**src/rtl/imem_loader.sv**
```systemverilog
// imem_loader: boot-time writer for the instruction memory.
// Consumes a framed byte stream (16-bit little-endian word count, payload
// bytes packed little-endian into 32-bit words, XOR checksum) and issues
// one registered write per assembled word. The core is held in reset while
// a load is in progress; done/err report the outcome of the last load.
//
// Ports:
//   clk, rst          single clock, synchronous active-high reset
//   start             one-cycle pulse, begins a load from IDLE/DONE/ERR
//   in_valid, in_data byte stream input
//   in_ready          byte accepted this cycle when in_valid is also high
//   wen, waddr, wdata instruction-memory write port (registered)
//   busy, cpu_hold    load in progress / core reset request (identical)
//   done, err         result of the last load (levels, mutually exclusive)
module imem_loader #(
    parameter int IMEM_W = 13
) (
    input  logic              clk,
    input  logic              rst,
    input  logic              start,
    input  logic              in_valid,
    input  logic [7:0]        in_data,
    output logic              in_ready,
    output logic              wen,
    output logic [IMEM_W-1:0] waddr,
    output logic [31:0]       wdata,
    output logic              busy,
    output logic              cpu_hold,
    output logic              done,
    output logic              err
);

    localparam int WIDX_W = IMEM_W - 2;
    // Largest legal word count; 17 bits so the compare never overflows.
    localparam logic [16:0] MAX_WORDS = 17'(2 ** WIDX_W);

    typedef enum logic [2:0] {
        IDLE, LEN0, LEN1, DATA, CHK, DONE, ERR
    } state_t;

    state_t            state, state_nxt;
    logic [1:0]        byte_cnt;
    logic [WIDX_W-1:0] word_idx;
    logic [7:0]        len_lo;
    logic [15:0]       len;
    logic [7:0]        csum;
    logic [23:0]       lanes;

    logic        hs;
    logic [15:0] len_full;
    logic        len_ok;
    logic        last_word;
    logic        csum_ok;

    assign hs        = in_valid && in_ready;
    assign len_full  = {in_data, len_lo};
    assign len_ok    = (len_full != 16'd0) && ({1'b0, len_full} <= MAX_WORDS);
    assign last_word = (16'(word_idx) == (len - 16'd1));
    assign csum_ok   = (in_data == csum);

    always_ff @(posedge clk) begin
        if (rst) state <= IDLE;
        else     state <= state_nxt;
    end

    always_comb begin
        state_nxt = state;
        in_ready  = 1'b0;
        busy      = 1'b0;
        case (state)
            IDLE, DONE, ERR: begin
                if (start) state_nxt = LEN0;
            end
            LEN0: begin
                in_ready = 1'b1;
                busy     = 1'b1;
                if (hs) state_nxt = LEN1;
            end
            LEN1: begin
                in_ready = 1'b1;
                busy     = 1'b1;
                if (hs) state_nxt = len_ok ? DATA : ERR;
            end
            DATA: begin
                in_ready = 1'b1;
                busy     = 1'b1;
                if (hs && byte_cnt == 2'd3 && last_word) state_nxt = CHK;
            end
            CHK: begin
                in_ready = 1'b1;
                busy     = 1'b1;
                if (hs) state_nxt = csum_ok ? DONE : ERR;
            end
            default: state_nxt = IDLE;
        endcase
    end

    assign cpu_hold = busy;

    // Control and write-port registers.
    always_ff @(posedge clk) begin
        if (rst) begin
            byte_cnt <= 2'd0;
            word_idx <= '0;
            wen      <= 1'b0;
            waddr    <= '0;
            wdata    <= 32'd0;
            done     <= 1'b0;
            err      <= 1'b0;
        end else begin
            wen <= 1'b0;
            case (state)
                IDLE, DONE, ERR: begin
                    if (start) begin
                        done     <= 1'b0;
                        err      <= 1'b0;
                        word_idx <= '0;
                        byte_cnt <= 2'd0;
                    end
                end
                LEN1: begin
                    if (hs && !len_ok) err <= 1'b1;
                end
                DATA: begin
                    if (hs) begin
                        byte_cnt <= byte_cnt + 2'd1;
                        if (byte_cnt == 2'd3) begin
                            wen   <= 1'b1;
                            waddr <= {word_idx, 2'b00};
                            wdata <= {in_data, lanes};
                            // Holding on the last word keeps word_idx from
                            // wrapping when the memory is filled completely.
                            if (!last_word) word_idx <= word_idx + 1'b1;
                        end
                    end
                end
                CHK: begin
                    if (hs) begin
                        if (csum_ok) done <= 1'b1;
                        else         err  <= 1'b1;
                    end
                end
                default: ;
            endcase
        end
    end

    // Payload datapath: length capture, lane assembly and running checksum.
    always_ff @(posedge clk) begin
        case (state)
            IDLE, DONE, ERR: begin
                if (start) csum <= 8'd0;
            end
            LEN0: begin
                if (hs) len_lo <= in_data;
            end
            LEN1: begin
                if (hs) len <= len_full;
            end
            DATA: begin
                if (hs) begin
                    csum <= csum ^ in_data;
                    case (byte_cnt)
                        2'd0:    lanes[7:0]   <= in_data;
                        2'd1:    lanes[15:8]  <= in_data;
                        2'd2:    lanes[23:16] <= in_data;
                        default: ;
                    endcase
                end
            end
            default: ;
        endcase
    end

endmodule

```
**config.mk**
```make
export PLATFORM = sky130hd
export DESIGN_NAME = imem_loader
export DESIGN_NICKNAME = d
export VERILOG_FILES = /design/src/rtl/imem_loader.sv
export SDC_FILE = /design/constraint.sdc
export NUM_CORES = 1
export LEC_CHECK = 0
export CORE_MARGIN = 3
export CORE_UTILIZATION = 45
export DETAILED_ROUTE_END_ITERATION = 10
export DONT_BUFFER_PORTS = 1
export SYNTH_ARGS = -nofsm -noshare
export SYNTH_HDL_FRONTEND = slang
export SYNTH_SLANG_ARGS = --single-unit
```
**constraint.sdc**
```tcl
create_clock -name clk -period 8.5 [get_ports clk]
set_input_delay 0.425 -clock clk [delete_from_list [all_inputs] [get_ports clk]]
set_output_delay 0.425 -clock clk [all_outputs]
set_load 0.01 [all_outputs]
```
Yosys cells after proc, flatten, opt, wreduce, memory -nomap -nowiden
Cells that the tools add are included.
- input port bits: 12
- register bits: 118
- multiplexer cells: 29
- order comparisons: 1
- bitwise operators: 3
- equal/unequal tests: 22
- add/sub/neg operators: 3
- reduce and logical (&&, ||, !) cells: 26
- operators by type and width (kind ; number):
    $mux W11 ; 4
    $ne A2 B2 Y1 const B ; 11
    $pmux W11 S2 ; 1
    $mux W3 ; 6
    $eq A11 B16 Y1 ; 1
    $le A16 B12 Y1 const B ; 1
    $mux W8 ; 2
    $pmux W8 S2 ; 1
    $reduce_bool A16 Y1 ; 1
    $sub A16 B1 Y16 const B ; 1
    $pmux W3 S5 ; 1
    $reduce_and A3 Y1 ; 5
    $reduce_and A5 Y1 ; 3
    $add A11 B1 Y11 const B ; 1
    $eq A3 B3 Y1 const B ; 3
    $eq A8 B8 Y1 ; 1
    $mux W1 ; 8
    $xor A8 B8 Y8 ; 1
    $eq A3 B2 Y1 const B ; 2
    $mux W2 ; 3
    $reduce_or A3 Y1 ; 2
    $logic_and A1 B1 Y1 ; 5
    $eq A2 B2 Y1 const B ; 2
    $pmux W2 S2 ; 1
    other kinds (14) ; 17

Longest topological paths before layout
- word-level depth: 8
- mapped depth: 11

Worst setup path after synthesis
OpenSTA, ideal clock, no wires.
- path kind: flip-flop to flip-flop
- from: register len[0]
- to: register state[2]
- setup time: 0.087 ns
- cell stages (with the launch flop): 11
- path slack: 5.729 ns
- clock period less this slack: 2.771 ns
- path buffers: 0
- data arrival time: 2.684 ns
- path through: edfxtp_1 > inv_1 > ha_1 > nor3b_2 > nand3_4 > a2111oi_4 > a211oi_2 > nor4_4 > a41oi_2 > or4_1 > o31ai_1
- word-level cells in the longest chain between the ends: 5
- RTL lines (what ; line ; text):
    start, declared ; 45 ; logic [15:0] len;
    start signal, assigned ; 158 ; if (hs) len <= len_full;
    $sub A16 B1 Y16 ; 58 ; assign last_word = (16'(word_idx) == (len - 16'd1));
    $eq A11 B16 Y1 ; 58 ;
    $logic_and A1 B1 Y1 ; 87 ; if (hs && byte_cnt == 2'd3 && last_word) state_nxt = CHK;
    $ne A2 B2 Y1 (no source line) ; - ;
    $reduce_and A5 Y1 (no source line) ; - ;
    end signal, assigned ; 63 ; else state <= state_nxt;
    end, declared ; 41 ; state_t state, state_nxt;
Every way passes these cells.
A chain may end at the register's enable or synchronous reset.

Worst setup path after layout
- from: register len[3]
- to: register word_idx[7]
- word-level cells in the longest chain between the ends: 4
- RTL lines (what ; line ; text):
    $sub A16 B1 Y16 ; 58 ;
    $eq A11 B16 Y1 ; 58 ;
    $ne A2 B2 Y1 (no source line) ; - ;
    $reduce_and A5 Y1 (no source line) ; - ;
    end signal, assigned ; 133 ; if (!last_word) word_idx <= word_idx + 1'b1;
    end, declared ; 43 ; logic [WIDX_W-1:0] word_idx;
Every way passes these cells.

==> impl_metrics.toml <==
[power_and_ir_drop]
leakage_uw = 0.001852
p_per_area_nw_per_um2 = 272.0
irDropWorstVdd_v = 0.0001654

[global_routing]
grt_use_total = 0.1846
grt_max_degree = 55
overflow = 0
grt_pass1_vias = 3397
antenna_found_initial = 0
grt_pass1_wl_mm = 17.68

[sta]
finalHoldViolCount = 0
rsz0062_at_grt = "no"
final_max_slew_viol_count = 0
setup_slack_ns = 5.322
fin_crit_ns = 3.178
tns_ns = 0
setup_viol = 0
fmax_mhz = 314.7
worst_slew_pin_slew_ns = 0.9256
finClkSkew_ns = 0.006309
max_slew_margin = 0.3785
timing.final.crit_share = 0.3738

[route]
antenna_left = 0
drt_pass1_iterations = 4
dr.first_iter.drc_count = 204
wire_per_inst_microns = 17.31
drt_wl_total_mm = 11.10
post-route-drc-count = 0
vias = 3494
routed_via_density = 5.451

[synth]
syn-instance-count = 499
synth-xor-area-share = 0.04659
synth-seq-cells = 118
yosys-mux-area-fraction = 0
yosysTopAreaCell = "edfxtp_1"
ys_warn_count = 0
syn_avg_cell_area_sq_um = 10.17
synth_ff_type = "dfxtp_1"
synth_edf_count = 56
synthSimpleGateAreaFrac = 0.1903
yosys-top-cells-count = "nand2_1, dfxtp_1, a21oi_1, edfxtp_1, nor2_1"
synth_top_area_frac = 0.3313
synth.area.top_cells = "edfxtp_1, dfxtp_1, nand2_1, a21oi_1, xnor2_1"
synth_most_common_cell = "nand2_1"
syn-cell-area_sq_um = 5076
synth_top_family_by_area = "simple AND/OR/NAND/NOR gates"
async_flop_share = 0
synthAdderAreaFrac = 0.01479
ys_types = 56
synth_compound_gate_area_share = 0.1309
seq_area_frac_synth = 0.5758

[cts]
post_cts_buffers = 0
ctsRootBufferMaster = "clkbuf_16"
ctsLongestPathBuffers = 2
cts_resized = 0
clk-insertion-delay-late_ns = 0.42
hold_buffers = 0
cts_tree = "done"
tritoncts.num_buffers = 17
clk_pin_slew_worst_paths_ns = 0.06
htreeDepth = 4
cts.sinks = 118

[place]
dpl.hpwl_mm = 7.387
place_area_sq_um = 5111
dp_slack_ns = 5.328
gp_congestion = 0.8084
port_buffers = 0

[worst_setup_path]
startpoint_type = "flip-flop"
cp-end-kind = "flip-flop"
cp.required_ns = 8.85
cp_max_fo = 12
crit_arrival_ns = 3.52
criticalPathCategory = "flip-flop to flip-flop"

[floorplanning]
io_pins = 63
die_area_sq_um = 12590
fp.dieW_microns = 112.2
rows = 38
start_util = 0.4642
fp.coreArea_sq_um = 10940
die_y_microns = 112.2

[layout]
drive_above_1_share = 0.09980
area_delta_synth_final_pct = 12.10
nFillCells = 993
register_area_sq_um = 2923
fin_area_sq_um = 5690
diodes = 0
multi_input_area_sq_um = 1949
nets = 506
fin_util = 0.5204

[job]
timing.max_cap.violations = 0

[run_status]
outcome = "finished, final reports clean"

[min_path]
min_path_type = "input pin to flip-flop"
-- routing by layer --
metal,up-vias,routed length [microns],part of all wire,global-route usage
met5,-,0,0,0
met4,0,271,0.024,0.08253
met3,24,693,0.062,0.07332
met2,86,5331,0.48,0.2845
met1,1653,4800,0.43,0.2298
li1,1731,-,-,-
-- sequential cells by signal, indices dropped and copies added, names as in the netlist --
register	cells
wdata	32
csum	8
wen	1
lanes	24
waddr	11
err	1
word_idx	11
done	1
len_lo	8
len	16
byte_cnt	2
state	3
-- area by class of cell --
class                      instances  area share
sequential                       118      0.5136
multi-input combinational        336      0.3426
timing repair buffer               2    0.002639
clock buffer                      21     0.08465
tap                              140     0.03078
inverter                          13    0.008575
clock inverter                    11     0.01715
-- path summary, 6_finish.rpt --
path,startpoint,endpoint,slack (ns),depth (start not counted)
worst min-delay path,rst,wdata[9],0.07,1
worst min register to register,len_lo[7],len[7],0.45,0
worst max register to register,len[3],word_idx[7],5.32,8
worst max-delay path,len[3],word_idx[7],5.32,8
-- cell usage in the layout (no fill, tap or decap), types with 2 or more instances in the layout --
master,netlist,final
a211oi_1,4,4
a21o_1,2,2
a21oi_1,59,59
a31o_1,2,2
a31oi_1,4,4
and3_1,7,7
buf_4,4,2
clkbuf_16,0,18
clkbuf_8,0,2
clkinv_2,0,4
clkinvlp_4,0,4
conb_1,1,2
dfxtp_1,62,62
edfxtp_1,56,56
ha_1,6,6
inv_1,13,13
nand2_1,99,99
nand2b_1,3,3
nand3_1,10,10
nand4_1,10,10
nor2_1,31,31
nor2b_1,5,5
nor3_1,8,8
nor4_1,3,3
nor4_2,2,2
nor4_4,2,2
o211a_1,2,2
o21a_1,2,2
o21ai_0,4,4
o21ai_1,5,5
o31ai_1,5,5
or2_2,2,2
or3_1,6,6
or4_1,3,3
xnor2_1,23,23
xor2_1,4,4
-- critical path, cell delays in order (launching register included) --
cell      delay [ns]
edfxtp_1        0.51
nor4_4          0.65
a21o_2          0.27
o21ai_0         0.11
a211oi_2        0.37
o41ai_2         0.18
a21o_1          0.32
or4_1           0.54
a21oi_1         0.15
-- power by group --
part	total (uW)	switching [uW]	internal [uW]
Sequential	683	40.1	643
Combinational	179	119	60.6
Clock	685	252	433
Total	1550	411	1140
-- through the flow --
stage	hold slack (ns)	power (uW)	instances
2_1_floorplan	0.4268	856.0	500
3_5_place_dp	0.4404	874.5	609
4_1_cts	0.05480	1560	641
3_3_place_gp	0.4393	870.2	609
6_report	0.07295	1548	641
5_1_grt	0.05311	1616	641
-- logic make-up (layout without fill, tap and decap cells) --
kind of cell,count (synthesis),after routing
DFF,118,118
xor gates and xnor gates,27,27
AOI/OAI and AO/OA,103,103
adders and majority gates,6,6
other,1,2
buffers and inverters,46,47
and+or+nand+nor,198,198
(Power assumes the default switching activity.)
